File: config.mk
export PLATFORM = sky130hd
export DESIGN_NAME = keypad_4x4_cntr
export DESIGN_NICKNAME = d
export VERILOG_FILES = /design/src/rtl/keypad_4x4_cntr.sv
export SDC_FILE = /design/constraint.sdc
export NUM_CORES = 1
export LEC_CHECK = 0
export ABC_AREA = 1
export BUFFER_PORTS_ARGS = -buffer_cell sky130_fd_sc_hd__clkbuf_2
export CORE_MARGIN = 4
export CORE_UTILIZATION = 50
export DETAILED_ROUTE_END_ITERATION = 6
export PLACE_DENSITY_LB_ADDON = 0.3
export SLEW_MARGIN = 5
export SYNTH_ARGS = -nofsm -noshare
export SYNTH_HDL_FRONTEND = slang
export SYNTH_SLANG_ARGS = --single-unit
File: constraint.sdc
create_clock -name clk -period 2.1 [get_ports clk]
set_input_delay 0.525 -clock clk [delete_from_list [all_inputs] [get_ports clk]]
set_output_delay 0.525 -clock clk [all_outputs]
set_load 0.02 [all_outputs]
File: src/rtl/keypad_4x4_cntr.sv
// keypad_4x4_cntr: column-scanning 4x4 keypad reader with
// row synchroniser, tick-sampled debounce and press/hold reporting.
module keypad_4x4_cntr #(
   parameter int SCAN_CYCLES  = 100000,
   parameter int DEBOUNCE_CNT = 10
) (
   input  logic       clk,
   input  logic       reset_p,
   input  logic [3:0] row,
   output logic [3:0] col,
   output logic [3:0] key_value,
   output logic       key_valid,
   output logic       key_held
);

   localparam int TW = $clog2(SCAN_CYCLES);
   localparam int DW = $clog2(DEBOUNCE_CNT + 1);
   localparam logic [TW-1:0] T_LAST = TW'(SCAN_CYCLES - 1);
   localparam logic [DW-1:0] D_LAST = DW'(DEBOUNCE_CNT);
   localparam bit INSTANT = (DEBOUNCE_CNT == 1);

   typedef enum logic [1:0] {
      SCAN     = 2'd0,
      DEBOUNCE = 2'd1,
      HOLD     = 2'd2
   } state_t;

   state_t        state, state_n;
   logic [3:0]    row_m, row_s;
   logic [TW-1:0] tcnt;
   logic          tick;
   logic [DW-1:0] dcnt, dcnt_n, dcnt_inc;
   logic [1:0]    r, r_n, c, c_n;
   logic [1:0]    col_idx, row_idx;
   logic [3:0]    col_n, col_rot, kv_n;
   logic          valid_n, held_n, r_hit;

   assign tick     = (tcnt == T_LAST);
   assign col_rot  = {col[2:0], col[3]};
   assign dcnt_inc = dcnt + DW'(1);
   assign r_hit    = row_s[r];

   always_comb begin
      col_idx = 2'd0;
      unique case (1'b1)
         col[1]:  col_idx = 2'd1;
         col[2]:  col_idx = 2'd2;
         col[3]:  col_idx = 2'd3;
         default: col_idx = 2'd0;
      endcase
   end

   // lowest active row wins when several rows are pressed
   always_comb begin
      row_idx = 2'd0;
      priority case (1'b1)
         row_s[0]: row_idx = 2'd0;
         row_s[1]: row_idx = 2'd1;
         row_s[2]: row_idx = 2'd2;
         row_s[3]: row_idx = 2'd3;
         default:  row_idx = 2'd0;
      endcase
   end

   always_ff @(posedge clk or posedge reset_p) begin
      if (reset_p) begin
         row_m <= '0;
         row_s <= '0;
         tcnt  <= '0;
      end else begin
         row_m <= row;
         row_s <= row_m;
         tcnt  <= tick ? '0 : tcnt + TW'(1);
      end
   end

   always_ff @(posedge clk or posedge reset_p) begin
      if (reset_p) begin
         state     <= SCAN;
         col       <= 4'b0001;
         r         <= 2'd0;
         c         <= 2'd0;
         dcnt      <= '0;
         key_value <= 4'd0;
         key_valid <= 1'b0;
         key_held  <= 1'b0;
      end else begin
         state     <= state_n;
         col       <= col_n;
         r         <= r_n;
         c         <= c_n;
         dcnt      <= dcnt_n;
         key_value <= kv_n;
         key_valid <= valid_n;
         key_held  <= held_n;
      end
   end

   always_comb begin
      state_n = state;
      col_n   = col;
      r_n     = r;
      c_n     = c;
      dcnt_n  = dcnt;
      kv_n    = key_value;
      valid_n = 1'b0;
      held_n  = key_held;
      case (state)
         SCAN: begin
            if (tick) begin
               if (row_s == 4'd0) begin
                  col_n = col_rot;
               end else begin
                  r_n = row_idx;
                  c_n = col_idx;
                  if (INSTANT) begin
                     kv_n    = {row_idx, col_idx};
                     valid_n = 1'b1;
                     held_n  = 1'b1;
                     dcnt_n  = '0;
                     state_n = HOLD;
                  end else begin
                     dcnt_n  = DW'(1);
                     state_n = DEBOUNCE;
                  end
               end
            end
         end
         DEBOUNCE: begin
            if (tick) begin
               if (!r_hit) begin
                  col_n   = col_rot;
                  dcnt_n  = '0;
                  state_n = SCAN;
               end else if (dcnt_inc == D_LAST) begin
                  kv_n    = {r, c};
                  valid_n = 1'b1;
                  held_n  = 1'b1;
                  dcnt_n  = '0;
                  state_n = HOLD;
               end else begin
                  dcnt_n = dcnt_inc;
               end
            end
         end
         HOLD: begin
            // only the latched key matters until it is released
            if (tick) begin
               if (r_hit) begin
                  dcnt_n = '0;
               end else if (dcnt_inc == D_LAST) begin
                  held_n  = 1'b0;
                  col_n   = col_rot;
                  dcnt_n  = '0;
                  state_n = SCAN;
               end else begin
                  dcnt_n = dcnt_inc;
               end
            end
         end
         default: begin
            dcnt_n  = '0;
            held_n  = 1'b0;
            state_n = SCAN;
         end
      endcase
   end

endmodule

After elaboration in Yosys (flattened, before gate mapping)
Index checks and enable logic that the tools add are counted.
Widths: inputs -> output; s select.

word-level totals
  bits in registers = 45

cells by class
  reduce and logical (&&, ||, !) cells = 9
  $add $sub $neg = 2
  equality and inequality tests = 15
  multiplexer cells = 44
  $lt $le $gt $ge = 1
  bitwise gates (word level) = 2

operator list
  operator               count
  $mux 4                 14
  $mux 2                 12
  $pmux 4 s3             2
  $ne 2x2->1 const B     10
  $add 17x1->17 const B  1
  $eq 17x17->1 const B   1
  $mux 17                1
  $reduce_and 7->1       2
  $pmux 2 s3             2
  $mux 1                 11
  $reduce_and 4->1       2
  $reduce_and 8->1       1
  $add 4x1->4 const B    1
  $eq 4x4->1 const B     1
  $logic_not 4->1        1
  $lt 2x3->1 const B     1
  $ne 3x3->1 const B     1
  $pmux 1 s3             1
  $reduce_and 3->1       1
  $reduce_bool 3->1      1
  $bmux 1 s2             1
  $eq 2x1->1 const B     1
  $eq 2x2->1 const B     1
  $logic_not 2->1        1
  $not 1->1              2

Logic depth before layout (Yosys ltp)
  depth after elaboration = 6
  depth in mapped cells = 12
  gate-level depth less buffers = 12

Least setup slack after synthesis
OpenSTA, ideal clock, no wires.

  path kind = register -> register
  start point = register dcnt[0]
  end point = register col[3]
  path buffers = 0
  path slack = 0.622 ns
  stages on the path, launching flop included = 13
  period minus slack after synthesis = 1.478 ns
  arrival = 1.360 ns
  cell sequence = dfrtp_1 ha_1 inv_1 nand2_1 nand3_2 inv_2 nand2_1 nand2_1 nand2_1 nor2_4 nand2_2 nand2_1 nand2_1

between the ends
  longest elaborated chain between the ends = 4

RTL lines
  element                     RTL line  text
  start, declared             32        logic [DW-1:0] dcnt, dcnt_n, dcnt_inc;
  start signal, assigned      92        dcnt <= dcnt_n;
  $add 4x1->4                 40        assign dcnt_inc = dcnt + DW'(1);
  $eq 4x4->1                  151       end else if (dcnt_inc == D_LAST) begin
  $ne 2x2->1 (no line)        -
  $reduce_and 8->1 (no line)  -
  end signal, assigned        89        col <= col_n;
  end, declared               10        output logic [3:0] col,

Every way passes these cells.
A chain may end at the register's enable or synchronous reset.

Final worst setup path
  start point = register dcnt[0]
  end point = register col[1]

Same word-level chain as after synthesis.

==> results.md <==
- Initial antenna violation count: 0
- CTS resizes: 0
- Initial Util: 0.528
- Final net count: 320
- Die area: 0.00585 mm^2
- Critical Path Fanout Max: 7
- Drt pass-1 iters: 4
- Final hold slack: 0.201 ns
- Synthesis-to-finish area growth: 10.8%
- # DRC: 0
- VDD IR max: 0.505 mV
- H-tree depth: 2
- Clock Pin Slew Worst Setup and Hold Paths: 0.09 ns
- Drt wl/cell: 11.5 um
- Clk buf depth: 2
- Wirelength, routed: 4180 um
- # IOs: 16
- Die X: 76.5 um
- Final Cycle Share: 0.785
- RSZ-0062 raised after global routing: no
- Post-DP HPWL: 3270 um
- HP Class: in2async
- Share of layout cells above drive strength 1: 0.192
- Grt ovf: 0
- Vias per cell: 4.99
- Power density cells: 610 mW/mm^2
- Yosys warning count: 0
- Largest net degree at the start of global routing: 29
- Post-synthesis sequential area ratio: 0.481
- Die Y: 76.5 um
- Crit path launch type: flip-flop
- Clock sinks: 45
- Final setup violating endpoints: 0
- Main synth FF type: dfrtp_1
- Final weighted congestion in routability-driven placement: 0.906
- Core footprint: 0.00444 mm^2
- Vias: 1817
- PortBufs: 15
- EDFF count, synth: 0
- Leak pwr: 1.39 nW
- Initial DRC Count: 86
- Max_cap viols: 0
- Tot GR Track Use: 0.164
- Netlist cell types: 32
- Worst-skew pair later-pin latency: 0.31 ns
- Pre-CTS setup slack: 0.452 ns
- Setup ws final: 0.451 ns
- Num CTS Buffers: 5
- First-pass GRT wire length: 7820 um
- Req. time, crit path: 2.30 ns
- Vias in the first global route: 1774
- Post-route ant nets: 0
- Clock period minus worst slack: 1.65 ns
- Max-slew violation count: 0
- Async set or reset register ratio after synthesis: 1.00
- Synth Net Count: 299
- Slew HR: 0.541
- Num rows: 24
- CTS root buffer: clkbuf_8
- Multi-input gate area: 0.00103 mm^2
- Hold-fix buffers, CTS: 0
- Reg area: 0.00113 mm^2
- Post-CTS Setup Repair Bufs: 0
- Crit Path Class: reg2reg
- Layout Skew: 0.0130 ns
- Mapped Area: 0.00235 mm^2
- Diode count: 0
- TritonCTS clock tree: built
- Fmax: 607 MHz
- Worst Tran Pin Value: 0.685 ns
- Yosys reg bits: 45
- Status: complete, no violations
- Crit end category: flip-flop
- Fill count: 409
- Setup TNS: 0 ns
- Critical path arrival: 1.84 ns
- Hold violation count in the final report: 0
- Avg Synthesized Cell Area: 8.09 um^2
- Post-Synthesis Cells: 290
## cell usage after synthesis, types with 3 or more instances
library cell,count,share of area
a21oi_1,6,0.013
dfrtp_1,44,0.47
ha_1,3,0.016
inv_1,32,0.051
inv_2,8,0.013
nand2_1,83,0.13
nand2_2,9,0.024
nand3_1,15,0.032
nand4_1,7,0.019
nor2_1,34,0.054
nor2_2,5,0.013
nor2_4,4,0.019
o21ai_0,4,0.0085
o21ai_1,6,0.013
xor2_1,8,0.030
## flip-flops by register name, indices dropped and copies added (netlist names)
name,flops
state,2
row_m,4
key_held,1
c,2
dcnt,4
r,2
key_valid,1
col,4
row_s,4
tcnt,17
key_value,4
## power breakdown
group | switching [W] | leakage (nW) | internal [W]
Clock | 0.000310 | 0.0591 | 0.000363
Sequential | 0.00000384 | 0.592 | 0.000874
Combinational | 0.0000254 | 0.744 | 0.0000114
Total | 0.000339 | 1.39 | 0.00125
## layout by cell type, fill, tap and decap left out, types with 2 or more instances in the layout
cell type / n
o21ai_1: 6
nor2_1: 34
dfrtp_1: 44
nor2_4: 4
nor4_1: 2
nor3_1: 2
inv_6: 2
ha_1: 3
o22ai_1: 2
nor2_2: 5
clkbuf_8: 5
inv_2: 8
xor2_1: 8
a21oi_1: 6
clkbuf_2: 15
nand4_1: 7
nand3_1: 15
nand2_2: 9
nand2_1: 83
o21ai_0: 4
nand3_4: 2
inv_1: 31
## worst paths after layout
path,depth (start not counted),slack [ns],startpoint,end
setup / recovery,12,0.45,dcnt[0],col[1]
hold / removal,2,0.20,reset_p,tcnt[6]
setup reg to reg,12,0.45,dcnt[0],col[1]
hold reg to reg,0,0.36,row_m[1],row_s[1]
max in group asynchronous,3,1.30,reset_p,col[0]
min in group clk,1,0.32,row[0],row_m[0]
## through the flow
step                      std cells  utilization  total power, W  area, um^2
after global routing            364        0.585         0.00165        2600
final                           364        0.585         0.00159        2600
after floorplan                 290            -        0.000917        2350
after global placement          356        0.559        0.000932        2480
after CTS                       364        0.585         0.00161        2600
after detailed placement        356        0.559        0.000933        2480
## layout make-up
type	count	area share
clock inverter	3	0.0183
tap	52	0.0250
sequential	45	0.434
multi-input combinational	201	0.397
inverter	42	0.0630
timing repair buffer	16	0.0366
clock buffer	5	0.0265
## logic make-up after synthesis
logic type                 count (synthesis)  share of synthesized area
DFF                                       45                      0.481
buffers and inverters                     44                     0.0795
xor gates and xnor gates                   9                     0.0336
adders and majority gates                  3                     0.0160
and+or+nand+nor                          168                      0.338
AOI/OAI and AO/OA                         21                     0.0528
## critical path: stages (launching register included)
cell     delay, ns
dfrtp_1       0.47
ha_1          0.22
inv_1         0.04
nand2_1       0.08
nand3_2       0.14
inv_2         0.06
nand2_1       0.05
nand2_1       0.05
nand2_1       0.07
nor2_4        0.14
nand2_2       0.09
nand2_1       0.07
nand2_1       0.04
## per-layer routing
metal  share of wire  wire length (um)  GRT usage  up-vias
li1                -                 -          -      943
met1            0.49              2050      0.217      838
met2            0.45              1870      0.260       31
met4           0.017                70     0.0670        0
met5               0                 0          0        -
met3           0.048               200     0.0378        5
No activity file was read; power rests on OpenSTA's default activity.
